### src/rtl/packet_field_extractor.sv
// Parses serial EER-RL packets (header, dest, 6 payload words), filters and presents fields to the Q-table stage.
// Latency: last payload word accepted at edge N -> fields valid and qt_en high for the cycle after edge N.
// Backpressure: in_ready drops from the issue cycle until qt_done; stalled words stay in the upstream FIFO.
module packet_field_extractor #(
    parameter int WORD_WIDTH = 16,
    parameter int TIMEOUT    = 64,
    parameter int CNT_WIDTH  = 8
) (
    input  logic                  clk,
    input  logic                  nrst,
    input  logic [WORD_WIDTH-1:0] myNodeID,
    input  logic [WORD_WIDTH-1:0] in_data,
    input  logic                  in_valid,
    input  logic                  in_sop,
    output logic                  in_ready,
    output logic                  qt_en,
    input  logic                  qt_done,
    output logic [2:0]            fPacketType,
    output logic [WORD_WIDTH-1:0] fSourceID,
    output logic [WORD_WIDTH-1:0] fSourceHops,
    output logic [WORD_WIDTH-1:0] fClusterID,
    output logic [WORD_WIDTH-1:0] fEnergyLeft,
    output logic [WORD_WIDTH-1:0] fQValue,
    output logic [WORD_WIDTH-1:0] fKnownCH,
    output logic [CNT_WIDTH-1:0]  pkt_count,
    output logic [CNT_WIDTH-1:0]  drop_count
);

    typedef enum logic [2:0] {IDLE, DEST, PAYLOAD, ISSUE, WAIT_DONE} state_t;
    localparam int GAP_W = $clog2(TIMEOUT + 1);

    state_t                state, stateNext;
    logic [2:0]            typeSh;
    logic                  dropFlag, dropNext;
    logic [2:0]            idx;
    logic [GAP_W-1:0]      gapCnt;
    logic [WORD_WIDTH-1:0] srcSh, hopsSh, clusterSh, energySh, qSh;
    logic                  accept, sopAccept, hdrDrop, destBad, selfEcho;
    logic                  incDrop, loadOut, inPacket;

    assign in_ready  = (state == IDLE) || (state == DEST) || (state == PAYLOAD);
    assign qt_en     = (state == ISSUE);
    assign accept    = in_valid && in_ready;
    assign sopAccept = accept && in_sop;
    assign hdrDrop   = (in_data[WORD_WIDTH-1 -: 3] == 3'b000) || (in_data[WORD_WIDTH-1 -: 3] == 3'b111);
    assign destBad   = !((in_data == myNodeID) || (in_data == {WORD_WIDTH{1'b1}}));
    assign selfEcho  = (in_data == myNodeID);
    assign inPacket  = (state == DEST) || (state == PAYLOAD);

    always_comb begin
        stateNext = state;
        dropNext  = dropFlag;
        incDrop   = 1'b0;
        loadOut   = 1'b0;
        case (state)
            IDLE: begin
                if (sopAccept) begin
                    dropNext  = hdrDrop;
                    stateNext = DEST;
                end
            end
            DEST, PAYLOAD: begin
                if (sopAccept) begin
                    // a fresh header abandons the packet in flight and starts over
                    incDrop   = 1'b1;
                    dropNext  = hdrDrop;
                    stateNext = DEST;
                end else if (accept) begin
                    if (state == DEST) begin
                        dropNext  = dropFlag | destBad;
                        stateNext = PAYLOAD;
                    end else begin
                        if (idx == 3'd0) dropNext = dropFlag | selfEcho;
                        if (idx == 3'd5) begin
                            if (dropNext) begin
                                incDrop   = 1'b1;
                                stateNext = IDLE;
                            end else begin
                                loadOut   = 1'b1;
                                stateNext = ISSUE;
                            end
                        end
                    end
                end else if (gapCnt == GAP_W'(TIMEOUT - 1)) begin
                    incDrop   = 1'b1;
                    stateNext = IDLE;
                end
            end
            ISSUE:     stateNext = qt_done ? IDLE : WAIT_DONE;
            WAIT_DONE: if (qt_done) stateNext = IDLE;
            default:   stateNext = IDLE;
        endcase
    end

    always_ff @(posedge clk or negedge nrst) begin
        if (!nrst) begin
            state    <= IDLE;
            dropFlag <= 1'b0;
            typeSh   <= '0;
            idx      <= '0;
            gapCnt   <= '0;
        end else begin
            state    <= stateNext;
            dropFlag <= dropNext;
            if (sopAccept) typeSh <= in_data[WORD_WIDTH-1 -: 3];
            if (sopAccept || (accept && state == DEST)) idx <= '0;
            else if (accept && state == PAYLOAD)        idx <= idx + 3'd1;
            if (inPacket && !accept && (stateNext == state)) gapCnt <= gapCnt + 1'b1;
            else                                              gapCnt <= '0;
        end
    end

    always_ff @(posedge clk or negedge nrst) begin
        if (!nrst) begin
            srcSh     <= '0;
            hopsSh    <= '0;
            clusterSh <= '0;
            energySh  <= '0;
            qSh       <= '0;
        end else if (accept && !in_sop && state == PAYLOAD) begin
            case (idx)
                3'd0:    srcSh     <= in_data;
                3'd1:    hopsSh    <= in_data;
                3'd2:    clusterSh <= in_data;
                3'd3:    energySh  <= in_data;
                3'd4:    qSh       <= in_data;
                default: ;
            endcase
        end
    end

    // the final payload word bypasses the shadow so fields are valid in the issue cycle
    always_ff @(posedge clk or negedge nrst) begin
        if (!nrst) begin
            fPacketType <= '0;
            fSourceID   <= '0;
            fSourceHops <= '0;
            fClusterID  <= '0;
            fEnergyLeft <= '0;
            fQValue     <= '0;
            fKnownCH    <= '0;
            pkt_count   <= '0;
            drop_count  <= '0;
        end else begin
            if (loadOut) begin
                fPacketType <= typeSh;
                fSourceID   <= srcSh;
                fSourceHops <= hopsSh;
                fClusterID  <= clusterSh;
                fEnergyLeft <= energySh;
                fQValue     <= qSh;
                fKnownCH    <= in_data;
                if (pkt_count != {CNT_WIDTH{1'b1}}) pkt_count <= pkt_count + 1'b1;
            end
            if (incDrop && drop_count != {CNT_WIDTH{1'b1}}) drop_count <= drop_count + 1'b1;
        end
    end

endmodule
### config.mk
export PLATFORM = sky130hd
export DESIGN_NAME = packet_field_extractor
export DESIGN_NICKNAME = d
export VERILOG_FILES = /design/src/rtl/packet_field_extractor.sv
export SDC_FILE = /design/constraint.sdc
export NUM_CORES = 1
export LEC_CHECK = 0
export ABC_AREA = 1
export CAP_MARGIN = 10
export CORE_MARGIN = 3
export CORE_UTILIZATION = 40
export CTS_BUF_LIST = sky130_fd_sc_hd__clkbuf_16
export DETAILED_ROUTE_END_ITERATION = 16
export DONT_BUFFER_PORTS = 1
export SLEW_MARGIN = 25
export SYNTH_ARGS = -nofsm -noshare
export SYNTH_HDL_FRONTEND = slang
export SYNTH_SLANG_ARGS = --single-unit
### constraint.sdc
create_clock -name clk -period 3.7 [get_ports clk]
set_input_delay 0.74 -clock clk [delete_from_list [all_inputs] [get_ports clk]]
set_output_delay 0.74 -clock clk [all_outputs]
set_load 0.02 [all_outputs]
==> summary.md <==
| Metric | Value |
|---|---|
| Most common cell after layout, fill and taps aside | nand2_1 |
| Final Max Tran Viols | 0 |
| DRT Pass-1 Iters | 4 |
| Worst-path maximum fanout | 33 |
| Area grow syn2layout | 9.819% |
| Reg clk slew, reported paths | around 0.060 ns |
| Mux share of post-synthesis cell area | 0% |
| Clock Latency Late Sink | between 0.5 and 0.6 ns |
| All-layer global routing usage | between 10% and 20% |
| DP Cell Count | between 1000 and 1500 |
| Final Power | ~6400 uW |
| Post-DR vias/cell | slightly below 5 |
| Starting DRT DRC Count | 407 |
| Outcome | complete, but fails checks |
| Hold crit path type | input port to asynchronous set/reset pin |
| Antenna-violating nets left | 0 |
| HPWL after DPL | between 10000 and 15000 microns |
| Die ar. | between 20000 and 25000 sq um |
| PwrDens | between 600 and 700 nW/um^2 |
| Inserted Clock Buffers | 24 |
| Critical Path Source Type | flip-flop |
| Fin Hold WS | -0.05893 ns |
| Final hold vios | 64 |
| Max clock buf depth | 3 |
| Reg2Reg Depth | 12 |
| Reg2Reg Capture Point | pkt_count[2] |
| Setup crit end kind | flip-flop |
| Crit-path most repeated cell | nand2_1 |
| Cells along the critical path | inv_1 > ha_1 > nand2_1 > nand2_1 > nand3_1 > nor2_2 > nand3_4 > nor2_1 > buf_4 > inv_1 > nand2_1 > o21ai_0 |
| Slowest stage cell on the critical path | dfrtp_1 |
| Final setup fails | 0 |
| LEAKAGE | just over 0.005 uW |
| MaxCap Viol Count | 0 |
| EDFF count, synth | 0 |
| Chip Width | between 150 and 200 microns |
| Fin util | 45.42% |
| Synth Register Bits | 212 |
| Max rail drop VDD | between 0.0004 and 0.0005 V |
| Die height | 154.6 microns |
| DRC viols | 0 |
| Ant diodes | 0 |
| H-tree depth | 1 |
| CP Data Arrival Time | roughly 2.8 ns |
| Most frequent cells in the layout | 443 x nand2_1, 212 x dfrtp_1, 72 x o21ai_1 |
| Synth area leader | dfrtp_1 |
| Fillers | approximately 2100 |
| Starting density of the core | 41.36% |
| Synth Area in XOR/XNOR | between 1.5 and 2% |
| Largest net degree at the start of global routing | 213 |
| CTS Root Cell | clkbuf_16 |
| Post-cts resize count | 0 |
| Syn Inst Count | around 980 |
| Yosys top cell area share | roughly 60% |
| GP Congestion | 0.7958 |
| I/O Buffers | 0 |
| Netlist cell types | 32 |
| RSZ-0062 raised after global routing | false |
| Post-Synth Simple-Gate Area | about a quarter |
| Synth Area in Compound Gates | 6.319% |
| Final period util | between 60% and 70% |
| Routed wire length | about 22000 microns |
| Row count | 53 |
| Max_slew headroom | 54.79% |
| Tmin final | ~2.4 ns |
| Post-synthesis sequential area ratio | between 60 and 70% |
| Via count | slightly above 6000 |
| Post-synthesis adder-cell area fraction | ~1.1% |
| Ys Warns | 0 |
| Fin Setup TNS | 0 ns |
| Nets | between 1000 and 1500 |
| Fin cells | approximately 1300 |
| Clk sink count | around 210 |
| CTS tree | built |
| Max Clock Skew | approximately 0.023 ns |
| Core Region | between 20000 and 25000 sq um |
| Initial antenna violation count | 0 |
| Most area-consuming cells after synthesis | dfrtp_1 60%, nand2_1 19%, o21ai_1 4.1%, inv_1 2.2%, o21ai_0 2.0% |
| Routed WL per cell | 17.67 microns |
| Vias in the first global route | between 5000 and 6000 |
| Ports | about 150 |
| Slowest stage delay, CP | around 0.40 ns |
| Largest family of logic cells by synthesized area | simple AND/OR/NAND/NOR gates |
| Worst-margin pin slew | 0.6720 ns |
| Peak Freq | approximately 0.42 GHz |
| Syn Area/Cell | between 9 and 10 sq um |
| Gr ovfl total | 0 |
| First-pass GRT wire length | 35130 microns |
| RR Startpoint | idx[1] |
| Failing checks | negative hold slack |
| Syn_nets | between 1000 and 1500 |
| R2R Setup Slk | between 1 and 1.5 ns |
| Netlist Area Pre-Place | around 8800 sq um |
| Critical path class | flip-flop to flip-flop |
| Main synth FF type | dfrtp_1 |
| Fraction of registers with async set or reset after synthesis | 100.0% |
| Data required time of the worst path | between 4 and 5 ns |
| Fraction of layout cells with a size suffix above 1 | 6.484% |
## per-stage QoR
step	area [sq um]	worst slack, ns
floorplan	8831	1.965
finish	9698	1.316
detailed placement	8957	1.277
CTS	9698	1.280
global route	9698	1.063
global placement	8957	1.335
## flip-flops by register name, indices dropped and copies added (netlist names), 16 cells and up
register and flops:
clusterSh 16, energySh 16, fClusterID 16, fEnergyLeft 16
fKnownCH 16, fQValue 16, fSourceHops 16, fSourceID 16
hopsSh 16, qSh 16, srcSh 16
## critical path: cells and delay by family, from the launching register on
family / cells / cell delay, ns
DFF: 1 / 0.40
and+or+nand+nor: 7 / 1.09
adders and majority gates: 1 / 0.25
buffers and inverters: 3 / 0.44
AOI/OAI and AO/OA: 1 / 0.09
## metal layers
| layer | GRT usage [%] | vias up | wire (microns) |
|---|---|---|---|
| li1 | - | 3048 | - |
| met2 | 29.31 | 170 | 10120 |
| met3 | 4.701 | 26 | 1433 |
| met1 | 26.52 | 2941 | 10360 |
| met4 | 3.785 | 0 | 387 |
| met5 | 0 | - | 0 |
## where the power goes
part           leakage [uW]  switching (uW)  internal, uW
logic               0.00182             521           293
registers           0.00290             644          2710
clock network      0.000377             927          1310
## logic make-up (layout without fill, tap and decap cells)
logic type,after synthesis,in the layout
and+or+nand+nor,532,532
adders and majority gates,8,8
DFF,212,212
xor gates and xnor gates,20,20
AOI/OAI and AO/OA,110,110
buffers and inverters,94,105
## Yosys cell counts, types with 2 or more instances
cell type and instances:
o21ai_1 72, nand3_4 4, buf_6 10, nand4_1 4, nor2_1 31, ha_1 8, o21ai_0 36, nor2_4 2
dfrtp_1 212, buf_4 9, xor2_1 14, inv_1 51, nand3b_1 2, nand2_4 3, inv_2 5, xnor2_1 6
nor3_1 5, buf_2 12, clkbuf_1 6, nor2_2 3, nand2_1 443, nand3_1 25, nand2_2 4
## cell type report
class	instances	area, sq um	share of cell area (%)
Sequential cell	212	5305	54.70
Tap cell	275	344.1	3.548
Clock inverter	18	140.1	1.445
Inverter	57	216.5	2.232
Timing Repair Buffer	6	45.04	0.4645
Clock buffer	24	600.6	6.193
Multi-Input combinational cell	670	3047	31.42
## worst max path at each step
stage,startpoint,to
detailed placement,idx[1],pkt_count[2]
floorplan,state[0],clusterSh[15]
global route,idx[1],pkt_count[2]
finish,idx[1],pkt_count[2]
global placement,state[0],pkt_count[2]
CTS,idx[1],pkt_count[2]
## timing repair
action,CTS,global route
setup endpoints to repair,0,0
setup buffers,0,0
hold endpoints to repair,212,212
Power figures use the tool's default switching activity.
